$ cat src/rtl/alu_pkg.sv
// Shared ALU control encoding ({word, alt, funct3}) used by the ALU control decoder
// and by the execute stage.
package alu_pkg;

  localparam int ALU_XLEN      = 64;
  localparam int ALU_TAG_W     = 8;
  localparam int CTRL_W        = 5;
  localparam int CTRL_WORD_BIT = 4;
  localparam int CTRL_ALT_BIT  = 3;
  localparam int CTRL_F3_MSB   = 2;
  localparam int CTRL_F3_LSB   = 0;

  typedef enum logic [CTRL_W-1:0] {
    ALU_ADD  = 5'b00000,
    ALU_SLL  = 5'b00001,
    ALU_SLT  = 5'b00010,
    ALU_SLTU = 5'b00011,
    ALU_XOR  = 5'b00100,
    ALU_SRL  = 5'b00101,
    ALU_OR   = 5'b00110,
    ALU_AND  = 5'b00111,
    ALU_SUB  = 5'b01000,
    ALU_SRA  = 5'b01101,
    ALU_ADDW = 5'b10000,
    ALU_SLLW = 5'b10001,
    ALU_SRLW = 5'b10101,
    ALU_SUBW = 5'b11000,
    ALU_SRAW = 5'b11101
  } alu_ctrl_e;

  function automatic logic [63:0] sext32(input logic [31:0] v);
    return {{32{v[31]}}, v};
  endfunction

endpackage

$ cat src/rtl/alu_exec_stage_if.sv
// Valid/ready bus between decode, the execute stage and the memory stage.
interface alu_exec_stage_if #(
  parameter int XLEN  = 64,
  parameter int TAG_W = 8
);

  logic                       in_valid;
  logic                       in_ready;
  logic [alu_pkg::CTRL_W-1:0] in_ctrl;
  logic [XLEN-1:0]            in_a;
  logic [XLEN-1:0]            in_b;
  logic [TAG_W-1:0]           in_tag;
  logic                       out_valid;
  logic                       out_ready;
  logic [XLEN-1:0]            out_result;
  logic [TAG_W-1:0]           out_tag;
  logic                       out_illegal;

  modport master (
    output in_valid, in_ctrl, in_a, in_b, in_tag, out_ready,
    input  in_ready, out_valid, out_result, out_tag, out_illegal
  );

  modport slave (
    input  in_valid, in_ctrl, in_a, in_b, in_tag, out_ready,
    output in_ready, out_valid, out_result, out_tag, out_illegal
  );

endinterface

$ cat src/rtl/alu_core.sv
// Purely combinational RV64I / RV64I-W ALU driven by the 5-bit control code.
module alu_core
  import alu_pkg::*;
(
  input  logic [CTRL_W-1:0]   ctrl,
  input  logic [ALU_XLEN-1:0] a,
  input  logic [ALU_XLEN-1:0] b,
  output logic [ALU_XLEN-1:0] result,
  output logic                illegal
);

  logic [5:0]  shamt;
  logic [31:0] a_w;
  logic [31:0] b_w;

  // Word ops only honour five shift bits, so the sixth is masked here once.
  assign shamt = ctrl[CTRL_WORD_BIT] ? {1'b0, b[4:0]} : b[5:0];
  assign a_w   = a[31:0];
  assign b_w   = b[31:0];

  always_comb begin
    result  = '0;
    illegal = 1'b0;
    case (ctrl)
      ALU_ADD:  result = a + b;
      ALU_SUB:  result = a - b;
      ALU_SLL:  result = a << shamt;
      ALU_SLT:  result = {{(ALU_XLEN-1){1'b0}}, ($signed(a) < $signed(b))};
      ALU_SLTU: result = {{(ALU_XLEN-1){1'b0}}, (a < b)};
      ALU_XOR:  result = a ^ b;
      ALU_SRL:  result = a >> shamt;
      ALU_SRA:  result = $signed(a) >>> shamt;
      ALU_OR:   result = a | b;
      ALU_AND:  result = a & b;
      ALU_ADDW: result = sext32(a_w + b_w);
      ALU_SUBW: result = sext32(a_w - b_w);
      ALU_SLLW: result = sext32(a_w << shamt[4:0]);
      ALU_SRLW: result = sext32(a_w >> shamt[4:0]);
      ALU_SRAW: result = sext32($signed(a_w) >>> shamt[4:0]);
      default:  illegal = 1'b1;
    endcase
  end

endmodule

$ cat src/rtl/alu_exec_stage.sv
// Execute stage: one ALU op per handshake, results held in an OUT register backed by
// a skid register so in_ready never depends combinationally on out_ready.
module alu_exec_stage
  import alu_pkg::*;
#(
  parameter int XLEN  = ALU_XLEN,
  parameter int TAG_W = ALU_TAG_W
) (
  input  logic              clk,
  input  logic              rst,
  input  logic              flush,
  alu_exec_stage_if.slave   bus
);

  typedef struct packed {
    logic             valid;
    logic             illegal;
    logic [TAG_W-1:0] tag;
    logic [XLEN-1:0]  result;
  } slot_t;

  slot_t           out_q, out_d;
  slot_t           skid_q, skid_d;
  slot_t           in_slot;
  logic [XLEN-1:0] core_result;
  logic            core_illegal;
  logic            in_ready;
  logic            accept;
  logic            drain;

  alu_core u_core (
    .ctrl    (bus.in_ctrl),
    .a       (bus.in_a),
    .b       (bus.in_b),
    .result  (core_result),
    .illegal (core_illegal)
  );

  assign in_ready = ~skid_q.valid & ~rst;
  assign accept   = bus.in_valid & in_ready;
  assign drain    = out_q.valid & bus.out_ready;
  assign in_slot  = {1'b1, core_illegal, bus.in_tag, core_result};

  // Payload is kept when a slot goes invalid so out_* only move on drain, flush or reset.
  always_comb begin
    out_d  = out_q;
    skid_d = skid_q;
    if (flush) begin
      out_d.valid  = 1'b0;
      skid_d.valid = 1'b0;
    end else if (!out_q.valid || drain) begin
      if (skid_q.valid) begin
        out_d        = skid_q;
        skid_d.valid = 1'b0;
      end else if (accept) begin
        out_d = in_slot;
      end else begin
        out_d.valid = 1'b0;
      end
    end else if (accept) begin
      skid_d = in_slot;
    end
  end

  always_ff @(posedge clk) begin
    if (rst) begin
      out_q  <= '0;
      skid_q <= '0;
    end else begin
      out_q  <= out_d;
      skid_q <= skid_d;
    end
  end

  assign bus.in_ready    = in_ready;
  assign bus.out_valid   = out_q.valid;
  assign bus.out_result  = out_q.result;
  assign bus.out_tag     = out_q.tag;
  assign bus.out_illegal = out_q.illegal;

endmodule

$ cat src/flat_wrapper.sv
// flat-port wrapper written by rule: the top's interface ports become plain ports
module alu_exec_stage_flat import alu_pkg::*;
#(
  parameter int XLEN  = ALU_XLEN,
  parameter int TAG_W = ALU_TAG_W
)
  (clk, rst, flush, bus_in_valid, bus_in_ctrl, bus_in_a, bus_in_b, bus_in_tag, bus_out_ready, bus_in_ready, bus_out_valid, bus_out_result, bus_out_tag, bus_out_illegal);
  alu_exec_stage_if #(.XLEN(XLEN), .TAG_W(TAG_W)) bus_i ();
  input  logic clk;
  input  logic rst;
  input  logic flush;
  input wire logic [$bits(bus_i.in_valid)-1:0] bus_in_valid;
  input wire logic [$bits(bus_i.in_ctrl)-1:0] bus_in_ctrl;
  input wire logic [$bits(bus_i.in_a)-1:0] bus_in_a;
  input wire logic [$bits(bus_i.in_b)-1:0] bus_in_b;
  input wire logic [$bits(bus_i.in_tag)-1:0] bus_in_tag;
  input wire logic [$bits(bus_i.out_ready)-1:0] bus_out_ready;
  output wire logic [$bits(bus_i.in_ready)-1:0] bus_in_ready;
  output wire logic [$bits(bus_i.out_valid)-1:0] bus_out_valid;
  output wire logic [$bits(bus_i.out_result)-1:0] bus_out_result;
  output wire logic [$bits(bus_i.out_tag)-1:0] bus_out_tag;
  output wire logic [$bits(bus_i.out_illegal)-1:0] bus_out_illegal;
  assign bus_i.in_valid = bus_in_valid;
  assign bus_i.in_ctrl = bus_in_ctrl;
  assign bus_i.in_a = bus_in_a;
  assign bus_i.in_b = bus_in_b;
  assign bus_i.in_tag = bus_in_tag;
  assign bus_i.out_ready = bus_out_ready;
  assign bus_in_ready = bus_i.in_ready;
  assign bus_out_valid = bus_i.out_valid;
  assign bus_out_result = bus_i.out_result;
  assign bus_out_tag = bus_i.out_tag;
  assign bus_out_illegal = bus_i.out_illegal;
  alu_exec_stage #(.XLEN(XLEN), .TAG_W(TAG_W)) u_core (.clk(clk), .rst(rst), .flush(flush), .bus(bus_i));
endmodule
$ cat config.mk
export PLATFORM = sky130hd
export DESIGN_NAME = alu_exec_stage_flat
export DESIGN_NICKNAME = d
export VERILOG_FILES = /design/src/rtl/alu_pkg.sv /design/src/rtl/alu_exec_stage_if.sv /design/src/rtl/alu_core.sv /design/src/rtl/alu_exec_stage.sv /design/src/flat_wrapper.sv
export SDC_FILE = /design/constraint.sdc
export NUM_CORES = 2
export LEC_CHECK = 0
export ABC_AREA = 1
export CAP_MARGIN = 40
export CORE_ASPECT_RATIO = 1.75
export CORE_MARGIN = 1.5
export CORE_UTILIZATION = 60
export DETAILED_ROUTE_END_ITERATION = 10
export MAX_ROUTING_LAYER = met4
export PLACE_DENSITY_LB_ADDON = 0.25
export SLEW_MARGIN = 10
export SYNTH_ARGS = -nofsm -noshare
export SYNTH_HDL_FRONTEND = slang
export SYNTH_SLANG_ARGS = --single-unit
$ cat constraint.sdc
create_clock -name clk -period 9.21 [get_ports clk]
set_input_delay 2.3025 -clock clk [delete_from_list [all_inputs] [get_ports clk]]
set_output_delay 2.3025 -clock clk [all_outputs]
set_load 0.02 [all_outputs]
==> results.json, run 1 <==
{
  "dp_hpwl_um": 146000,
  "synth_edf_count": 0,
  "grt_max_degree": 91,
  "status": "stopped before the end",
  "gp_congestion": 1.384,
  "yosysUniqueCellTypes": 51,
  "post-synth-top-count-cell": "nand2_1",
  "grtUsageTotal_pct": 83.12,
  "htreeDepth": 4,
  "overflow": 805,
  "grt_pass1_wl_um": 330200,
  "placed_cell_area_sq_um": 32940,
  "dp_cells": 6762,
  "post-synth-top-area-cell": "nand2_1",
  "ys_top_cells_by_count": "2,035 x nand2_1, 1,039 x nand3_1, 777 x inv_1",
  "die_h_um": 302.4,
  "synth_area_sq_um": 30720,
  "syn-num-nets": 6494,
  "clkSinkCount": 148,
  "synth_flop_cell": "dfxtp_1",
  "cts-resized-gates": 0,
  "dp_slack_ps": 2417,
  "cts-root-buf": "clkbuf_16",
  "initial_core_util_pct": 60.72,
  "netlist_instances": 6134,
  "grt_pass1_vias": 46590,
  "synth.area.top_cells": "nand2_1 25%, nand3_1 17%, dfxtp_1 9.6%",
  "synth.avg_cell_area_sq_um": 5.009,
  "ys_seq_area_share_pct": 9.644,
  "synth_top_area_share_pct": 24.86,
  "die_x_um": 174.1,
  "ys_seq_elements": 148,
  "firstError": "[ERROR GRT-0116] Global routing finished with congestion. Check the congestion regions in the DRC Viewer.",
  "io_pins": 221,
  "async_reset_ff_share_pct": 0,
  "cts.path.max_buffers": 3,
  "numCtsBuffers": 25,
  "yosysWarnings": 0,
  "cts_setup_buffers": 0,
  "rows": 109,
  "failing_step": "5_1_grt",
  "cts_hold_buf": 0,
  "port_buffers": 220
}
## through the flow
stage	utilization, %	hold WS [ps]
after floorplan	-	445.4
after global placement	64.82	450.5
after detailed placement	65.09	454.5
after CTS	66.45	467.7
## routing by layer
| layer | global-route usage [%] | GRT overflow |
|---|---|---|
| met5 | - | - |
| met4 | 87.25 | 243 |
| met3 | 59.97 | 0 |
| met2 | 100.9 | 560 |
| met1 | 81.39 | 2 |
## kinds of logic after synthesis
family,count (synthesis),synth area share (%)
adder cells (fa/ha/maj),214,8.764
flip-flops,148,9.644
XOR/XNOR,5,0.1425
AO/OA/AOI/OAI,734,13.48
multiplexers,1,0.03258
buffers and inverters,1123,14.30
AND/OR/NAND/NOR,3909,53.63
==> inputs of run 2 (changes only) <==
--- a/config.mk
+++ b/config.mk
@@ -7,12 +7,10 @@
 export LEC_CHECK = 0
 export ABC_AREA = 1
 export CAP_MARGIN = 40
-export CORE_ASPECT_RATIO = 1.75
 export CORE_MARGIN = 1.5
-export CORE_UTILIZATION = 60
+export CORE_UTILIZATION = 40
 export DETAILED_ROUTE_END_ITERATION = 10
-export MAX_ROUTING_LAYER = met4
-export PLACE_DENSITY_LB_ADDON = 0.25
+export PLACE_DENSITY_LB_ADDON = 0.15
 export SLEW_MARGIN = 10
 export SYNTH_ARGS = -nofsm -noshare
 export SYNTH_HDL_FRONTEND = slang
==> results.json, run 2 <==
{
  "cts_setup_buffers": 0,
  "setup_viol": 0,
  "synth_area_sq_um": 30720,
  "critPathTopFamily": "simple AND/OR/NAND/NOR gates",
  "insertion_delay_ps": 440,
  "relSlewSlack_pct": 28.34,
  "rows": 101,
  "die_x_um": 280.1,
  "synth_flop_cell": "dfxtp_1",
  "cts_tree": "built",
  "hold_violations": 0,
  "synth_edf_count": 0,
  "worstSetupStartpointType": "input pin",
  "timing_worst_setup_path_type": "in2reg",
  "port_buffers": 220,
  "ys_seq_elements": 148,
  "setup_tns_ps": 0,
  "routed_wl_um": 191000,
  "async_reset_ff_share_pct": 0,
  "final_common_cell": "nand2_1",
  "top_register": "u_core.skid_q",
  "io_pins": 221,
  "skew_ps": 14.30,
  "yosysUniqueCellTypes": 51,
  "crit_fanout": 80,
  "dr.first_iter.drc_count": 6986,
  "syn-num-nets": 6494,
  "antenna_found_initial": 6,
  "die_area_sq_um": 78480,
  "power_density_nw_per_um2": 92.15,
  "slowest_delay_ps": 980,
  "drtAntennaViolNets": 0,
  "grtUsageTotal_pct": 47.09,
  "cts_hold_buf": 0,
  "synth.area.top_cells": "nand2_1 25%, nand3_1 17%, dfxtp_1 9.6%",
  "gp_congestion": 1.128,
  "dp_hpwl_um": 157900,
  "rsz0062_at_grt": "false",
  "area_growth_pct": 11.19,
  "firstDrtPassIters": 7,
  "grt_pass1_vias": 38640,
  "stdcell_area_sq_um": 34160,
  "clk_pin_slew_worst_paths_ps": 70,
  "layout_common_cells": "2,033 x nand2_1, 1,039 x nand3_1, 775 x inv_1, 606 x nor2_1, 308 x a21oi_1",
  "cts-root-buf": "clkbuf_16",
  "numCtsBuffers": 17,
  "netlist_instances": 6134,
  "grt_pass1_wl_um": 267500,
  "cp_slowest_cell": "clkinv_2",
  "p_leak_nw": 18.17,
  "synth_top_area_share_pct": 24.86,
  "cp.required_ps": 9490,
  "die_h_um": 280.1,
  "tightest_slew_ps": 1067,
  "hold_path.class": "reg2reg",
  "yosysWarnings": 0,
  "rrSetupSlack_ps": 6510,
  "ys_top_cells_by_count": "2,035 x nand2_1, 1,039 x nand3_1, 777 x inv_1",
  "cts.path.max_buffers": 2,
  "post-synth-top-count-cell": "nand2_1",
  "path_common_cell": "nand2_1",
  "path_buf_inv": 2,
  "initial_core_util_pct": 40.45,
  "fmax_mhz": 142.6,
  "clkSinkCount": 148,
  "cts-resized-gates": 0,
  "drc": 0,
  "post-route-min-period_ps": 7013,
  "ys_seq_area_share_pct": 9.644,
  "overflow": 0,
  "drt-vias-per-instance": 5.959,
  "cp-end-kind": "register",
  "nets": 6496,
  "post-synth-top-area-cell": "nand2_1",
  "drive_above_1_share_pct": 3.025,
  "drv_cap": 0,
  "crit_chain": "buf_4 -> clkinv_2 -> fa_1 -> nand2_1 -> nand2_1 -> nand3_1 -> nand2_1 -> nand2_1 -> a21oi_1 -> o21ai_0 -> o211ai_1 -> nor2_1 -> nand4_1 -> nand2_1 -> a21oi_1",
  "routedWlPerCell_um": 26.60,
  "routed-via-count": 42790,
  "irDropWorstVdd_v": 0.0001116,
  "htreeDepth": 4,
  "largest_reg_flops": 74,
  "core_area_sq_um": 75950,
  "grt_max_degree": 84,
  "synth.avg_cell_area_sq_um": 5.009,
  "placed_cell_area_sq_um": 33580,
  "final_max_slew_viol_count": 0,
  "status": "complete, no violations",
  "finalCritPeriodShare_pct": 76.15,
  "arrival_ps": 7290
}
## run 2: cell counts after synthesis
No cell type changed its count.
## run 2: worst paths after layout
kind / start / endpoint / cells after the start
min: u_core.bus.out_result[31] / u_core.bus.out_result[31] / 2
min reg2reg: u_core.bus.out_result[31] / u_core.bus.out_result[31] / 2
max: bus_in_b[1] / u_core.bus.out_result[10] / 15
max reg2reg: u_core.skid_q[73] / u_core.skid_q[22] / 9
## run 2: metrics by stage
| stage | hold WS (ps) | instances | util [%] | power (W) | setup WS (ps) |
|---|---|---|---|---|---|
| 2_1_floorplan | 445.4 | 6134 | - | 0.001683 | 4076 |
| 3_3_place_gp | 454.7 | 7134 | 43.95 | 0.002373 | 1981 |
| 3_5_place_dp | 455.6 | 7146 | 44.21 | 0.002377 | 2177 |
| 4_1_cts | 465.9 | 7178 | 44.96 | 0.003060 | 2631 |
| 5_1_grt | 485.9 | 7179 | 44.97 | 0.003278 | 2089 |
| 6_report | 464.0 | 7181 | 44.98 | 0.003148 | 2197 |
## run 2: layer usage
| metal | global-route usage [%] | routed length [um] | vias up |
|---|---|---|---|
| met1 | 61.16 | 75020 | 19820 |
| li1 | - | - | 19760 |
| met3 | 11.53 | 23670 | 514 |
| met4 | 31.12 | 15260 | 6 |
| met5 | 0 | 40 | - |
| met2 | 68.68 | 77000 | 2693 |
## run 2: cell families after synthesis
family	Yosys count	synth area share [%]
AND/OR/NAND/NOR	3909	53.63
buffers and inverters	1123	14.30
XOR/XNOR	5	0.1425
multiplexers	1	0.03258
flip-flops	148	9.644
AO/OA/AOI/OAI	734	13.48
adder cells (fa/ha/maj)	214	8.764
## run 2: power breakdown
part / switching [W] / internal, W
registers: 0.00000631 / 0.000650
logic: 0.00134 / 0.000467
clock network: 0.000319 / 0.000369
total: 0.00166 / 0.00149
## run 2: worst min-delay path: cells and delay by family (launching register included)
kind / cells / cell delay (ps)
flops: 1 / 310
simple gates: 1 / 60
compound gates: 1 / 50
## run 2: area by class of cell
class                           instances  area, sq um
Fill cell                            8863        41790
Multi-Input combinational cell       4863        23400
Antenna cell                            2        5.005
Tap cell                             1030         1289
Sequential cell                       148         2963
Inverter                              811         3055
Clock inverter                         13        116.4
Timing Repair Buffer                  295         2877
Clock buffer                           19        452.9
Note: power is estimated with default switching activity, not from simulation.
